### config.mk
export PLATFORM = sky130hd
export DESIGN_NAME = jtag_shift_reg
export DESIGN_NICKNAME = d
export VERILOG_FILES = /design/src/rtl/jtag_shift_reg.sv
export SDC_FILE = /design/constraint.sdc
export NUM_CORES = 1
export LEC_CHECK = 0
export ABC_AREA = 0
export CORE_UTILIZATION = 33
export DETAILED_ROUTE_END_ITERATION = 8
export GPL_ROUTABILITY_DRIVEN = 1
export GPL_TIMING_DRIVEN = 0
export HOLD_SLACK_MARGIN = 0.03
export PLACE_DENSITY_LB_ADDON = 0.08
export RECOVER_POWER = 100
export SYNTH_ARGS = -nofsm -noshare
export SYNTH_HDL_FRONTEND = slang
export SYNTH_SLANG_ARGS = --single-unit
### constraint.sdc
create_clock -name clk -period 2.05 [get_ports clk]
set_clock_uncertainty 0.15 [all_clocks]
set_input_delay 0.3075 -clock clk [delete_from_list [all_inputs] [get_ports clk]]
set_output_delay 0.3075 -clock clk [all_outputs]
set_load 0.05 [all_outputs]
### src/rtl/jtag_shift_reg.sv
// JTAG-style WIDTH-bit data register: capture, LSB-first serial shift, update latch.
// Define JSR_BYPASS_EN to add a 1-bit bypass path that freezes the data register.
module jtag_shift_reg #(
  parameter int unsigned        WIDTH     = 8,
  parameter logic [WIDTH-1:0]   RESET_VAL = '0,
  localparam int unsigned       CNT_W     = $clog2(WIDTH + 1)
) (
  input  logic             clk,
  input  logic             rst,
  input  logic             capture_en,
  input  logic             shift_en,
  input  logic             update_en,
  input  logic             tdi,
  input  logic [WIDTH-1:0] par_in,
  output logic             tdo,
  output logic [WIDTH-1:0] par_out,
  output logic [CNT_W-1:0] shift_cnt,
  output logic             shift_done
`ifdef JSR_BYPASS_EN
  ,
  input  logic             bypass
`endif
);

  localparam logic [CNT_W-1:0] CNT_FULL = CNT_W'(WIDTH);
  localparam logic [CNT_W-1:0] CNT_LAST = CNT_W'(WIDTH - 1);

  logic [WIDTH-1:0] sr;
  logic             frozen;
  logic             do_capture;
  logic             do_shift;
  logic             do_update;

`ifdef JSR_BYPASS_EN
  logic byp;

  assign frozen = bypass;

  always_ff @(posedge clk or posedge rst) begin
    if (rst) begin
      byp <= 1'b0;
    end else if (bypass) begin
      if (capture_en) begin
        byp <= 1'b0;
      end else if (shift_en) begin
        byp <= tdi;
      end
    end
  end

  assign tdo = bypass ? byp : sr[0];
`else
  assign frozen = 1'b0;
  assign tdo    = sr[0];
`endif

  // Capture wins over shift; everything in the data path stalls while bypassed.
  assign do_capture = capture_en & ~frozen;
  assign do_shift   = shift_en & ~capture_en & ~frozen;
  assign do_update  = update_en & ~frozen;

  // NOTE: sequential state uses non-blocking assignments so every flop samples
  // the pre-edge values; update_en therefore latches the old sr even when a
  // shift or capture happens in the same cycle.
  always_ff @(posedge clk or posedge rst) begin
    if (rst) begin
      sr <= '0;
    end else if (do_capture) begin
      sr <= par_in;
    end else if (do_shift) begin
      sr <= {tdi, sr[WIDTH-1:1]};
    end
  end

  always_ff @(posedge clk or posedge rst) begin
    if (rst) begin
      par_out <= RESET_VAL;
    end else if (do_update) begin
      par_out <= sr;
    end
  end

  always_ff @(posedge clk or posedge rst) begin
    if (rst) begin
      shift_cnt <= '0;
    end else if (do_capture) begin
      shift_cnt <= '0;
    end else if (do_shift && shift_cnt != CNT_FULL) begin
      shift_cnt <= shift_cnt + CNT_W'(1);
    end
  end

  // Pulse only on the WIDTH-1 -> WIDTH transition; saturated shifts do not re-fire.
  always_ff @(posedge clk or posedge rst) begin
    if (rst) begin
      shift_done <= 1'b0;
    end else if (!frozen) begin
      shift_done <= do_shift && (shift_cnt == CNT_LAST);
    end
  end

endmodule
Word level (Yosys, flattened, before mapping). Cells that the tools add are included. W data, S select, Z words.

Equal/unequal tests: 2. Muxes and demuxes: 4. Add/subtract/negate cells: 1. Bitwise gates (word level): 2. Reduce and logical (&&, ||, !) cells: 4.

Operators with widths (number): $mux W8 (2); $mux W4 (2); $add A4 B1 Y4 const B (1); $eq A4 B3 Y1 const B (1); $ne A4 B4 Y1 const B (1); $reduce_bool A2 Y1 (2); $logic_and A1 B1 Y1 (2); $and A1 B1 Y1 (1); $not A1 Y1 (1).

Word-level logic and storage cells: 17. Register bits: 21. Output and inout port bits: 14.

Logic depth before layout (Yosys ltp).
Depth in word-level cells: 5. Mapped depth: 5.

Worst setup path after synthesis. No wires, ideal clock.

Kind: register -> register. Start point: register shift_cnt[0]. End point: register shift_cnt[0]. Path buffers: 0. Data required time: 1.775 ns. Stages on the path, launching flop included: 6. Data arrival time: 1.477 ns. Setup slack: 0.298 ns. Setup time: 0.125 ns. Cells stage by stage: dfrtp_1 inv_1 ha_1 nand2_2 o21a_4 mux2_4.

Longest elaborated chain between the ends: 3.

RTL lines: start: declaration (RTL line 17) `output logic [CNT_W-1:0] shift_cnt,`; start signal: assignment (RTL line 89) `shift_cnt <= shift_cnt + CNT_W'(1);`; $add A4 B1 Y4 or $ne A4 B4 Y1 (tied branches) (RTL line 89, 88); $mux W4 or $logic_and A1 B1 Y1 (tied branches) (RTL line 88) `end else if (do_shift && shift_cnt != CNT_FULL) begin`; $mux W4 or $reduce_bool A2 Y1 (tied branches).

Several ways; a longest one is shown, not always the timed one. The select of a mux whose other input is x is not followed. A chain may end at the register's enable or synchronous reset.

Worst setup path in the final report.
Start point: register shift_done. End point: output port shift_done.

RTL lines: start: declaration (RTL line 18) `output logic shift_done`; start signal: assignment (RTL line 98) `shift_done <= do_shift && (shift_cnt == CNT_LAST);`.

No word-level cell between the ends.

==> results.ini <==
[synth]
synth_area_leaders=dfrtp_1 (56%), mux2i_1 (9.6%), mux2_2 (9.6%), nand2_1 (4.0%), ha_1 (2.7%)
synth_nets=94
synth-edff-count=0
ys_seq_area_share_pct=56.0
synth_flop_cell=dfrtp_1
synth-seq-cells=21
yosys.cell_count.top_type=dfrtp_1
netlist_area_um2=938
ys_warn_count=0
synth_cell_types=21
synth_top_area_share_pct=56.0
synth_common_cells=dfrtp_1 (21), nand2_1 (10), mux2i_1 (9), mux2_2 (8), o21ai_0 (5)
synthCells=78
ys_async_sr_fraction_pct=100
yosys.area.top_type=dfrtp_1
syn_area_per_cell_um2=12.0

[power_and_ir_drop]
ir_worst_vdd_uv=464
power.density_nw_per_um2=764
power_mw=0.954
power.leakage_nw=0.579

[global_routing]
grt_pass1_wl_um=3410
grt_overflow=0
grt_pass1_vias=711
antenna_found_initial=0
grt_max_degree=22
grt_usage_pct=14.1

[detailed_routing]
drc_errors=0
drtAntennaViolNets=0
via_per_inst=4.67
post_drt_wl_per_cell_um=13.0
drtIter0Drc=13
wl_um=1800
vias=645
drtPass1Iterations=5

[sta]
slew_headroom_pct=45.8
whs_ns=0.263
max_slew.worst_pin.slew_ns=0.812
fin_ws_ns=0.0976
post-route-period-util_pct=95.2
fmax_mhz=512
final_max_slew_viol_count=0
rsz0062_at_grt=no
setup_viol=0
fin_crit_ns=1.95
tns_ns=0
finalHoldViolations=0

[layout]
drive_above_1_share_pct=13.9
num-fill-cells=248
nets=125
antenna_cells=0
area.growth.synth_to_final_pct=33.1

[setup_path]
crit_chain=dlygate4sd3_1
slowest_stage=dlygate4sd3_1
worst-path-buf-inv=1
arrival_ns=1.49
slowest_delay_ns=0.86
critPathRequiredTime_ns=1.59
critical-path-top-delay-family=buffers and inverters
start_kind=flop
end_kind=output port
worstSetupPathType=flop to output port
critPathMaxFanout=1

[clock_tree]
path_clk_slew_ns=0.12
cts_buffers=3
clock_path_buffers=2
worstSkewPairLatency_ns=0.30
htreeDepth=1
cts.sinks=21
cts_tree=done
cts-root-buf=clkbuf_4

[run_status]
outcome=finished, final reports clean

[worst_hold_path]
holdCritPathClass=input port to flop

[floorplan]
io_pins=28
initial_utilization_pct=36.2
core_um2=2590
die_h_um=55.3
die_w_um=55.3
die_area_um2=3060
placementRows=18

[placement]
place_ws_ns=0.310
routabilityCongestion=0.662
dpl.hpwl_um=1280
port_buffers=26

[flow_run]
max_cap_viol_count=0

layout make-up:
cell class              count  area [µm²]  area share [%]
well taps                  30        37.5            3.01
clock buffers               3        22.5            1.80
multi-input cells          50         374            30.0
inverters                   3        11.3           0.902
flip-flops and latches     21         526            42.1
clock inverters             1        5.00           0.401
plain buffers               4        17.5            1.40
repair buffers             26         255            20.4
sequential cells by signal (all words and copies together) (netlist names):
register and cells:
shift_done 1, shift_cnt 4, par_out 8, sr 8
per-stage QoR:
| step | area, µm² | instances | utilization (%) |
|---|---|---|---|
| 3_5_place_dp | 1240 | 134 | 47.7 |
| 4_1_cts | 1260 | 138 | 48.6 |
| 6_report | 1250 | 138 | 48.2 |
| 2_1_floorplan | 938 | 78 | - |
| 3_3_place_gp | 1240 | 134 | 47.7 |
| 5_1_grt | 1250 | 138 | 48.2 |
kinds of logic after synthesis:
| logic type | count (synthesis) | share of synthesized area (%) |
|---|---|---|
| compound gates | 10 | 6.40 |
| simple gates | 19 | 9.73 |
| buf+inv | 7 | 3.47 |
| mux | 18 | 20.8 |
| flops | 21 | 56.0 |
| xor+xnor | 1 | 0.934 |
| fa+ha+maj | 2 | 2.67 |
cells in the final DEF, fill, tap and decap left out, types with 2 or more instances in the layout:
cell type	n
buf_2	2
clkbuf_1	2
clkbuf_4	3
clkdlybuf4s50_1	19
dfrtp_1	21
dlygate4sd2_1	4
dlygate4sd3_1	3
ha_1	2
inv_1	3
mux2_2	8
mux2i_1	9
nand2_1	11
nand2b_1	2
nor2_1	3
o21ai_0	8
repair_timing:
action,CTS,global route
hold buffers,0,0
gates resized for setup,4,0
setup buffers,0,0
endpoints found under the setup margin,4,0
per-layer routing:
metal	vias up	GRT usage [%]	wire length, µm
met5	-	0	0
met4	0	3.21	0
met3	0	3.51	60
met1	305	19.1	910
li1	323	-	-
met2	17	22.5	829
power by group:
part	internal [mW]	leakage [nW]	switching, mW
sequential	0.457	0.263	0.0300
combinational	0.109	0.299	0.162
clock	0.0726	0.0177	0.124
total	0.638	0.579	0.316
final timing paths:
check	start	end	slack (ns)	cells past startpoint
setup / recovery	shift_done$_DFF_PP0_	shift_done	0.1	1
min in group asynchronous	rst	par_out[2]$_DFFE_PP0P_	0.44	2
max in group asynchronous	rst	par_out[6]$_DFFE_PP0P_	0.80	2
setup reg to reg	shift_cnt[0]$_DFFE_PP0P_	shift_cnt[0]$_DFFE_PP0P_	0.51	5
hold reg to reg	par_out[2]$_DFFE_PP0P_	par_out[2]$_DFFE_PP0P_	0.37	1
hold / removal	update_en	par_out[0]$_DFFE_PP0P_	0.26	2
Note: power is estimated with default switching activity, not from simulation.
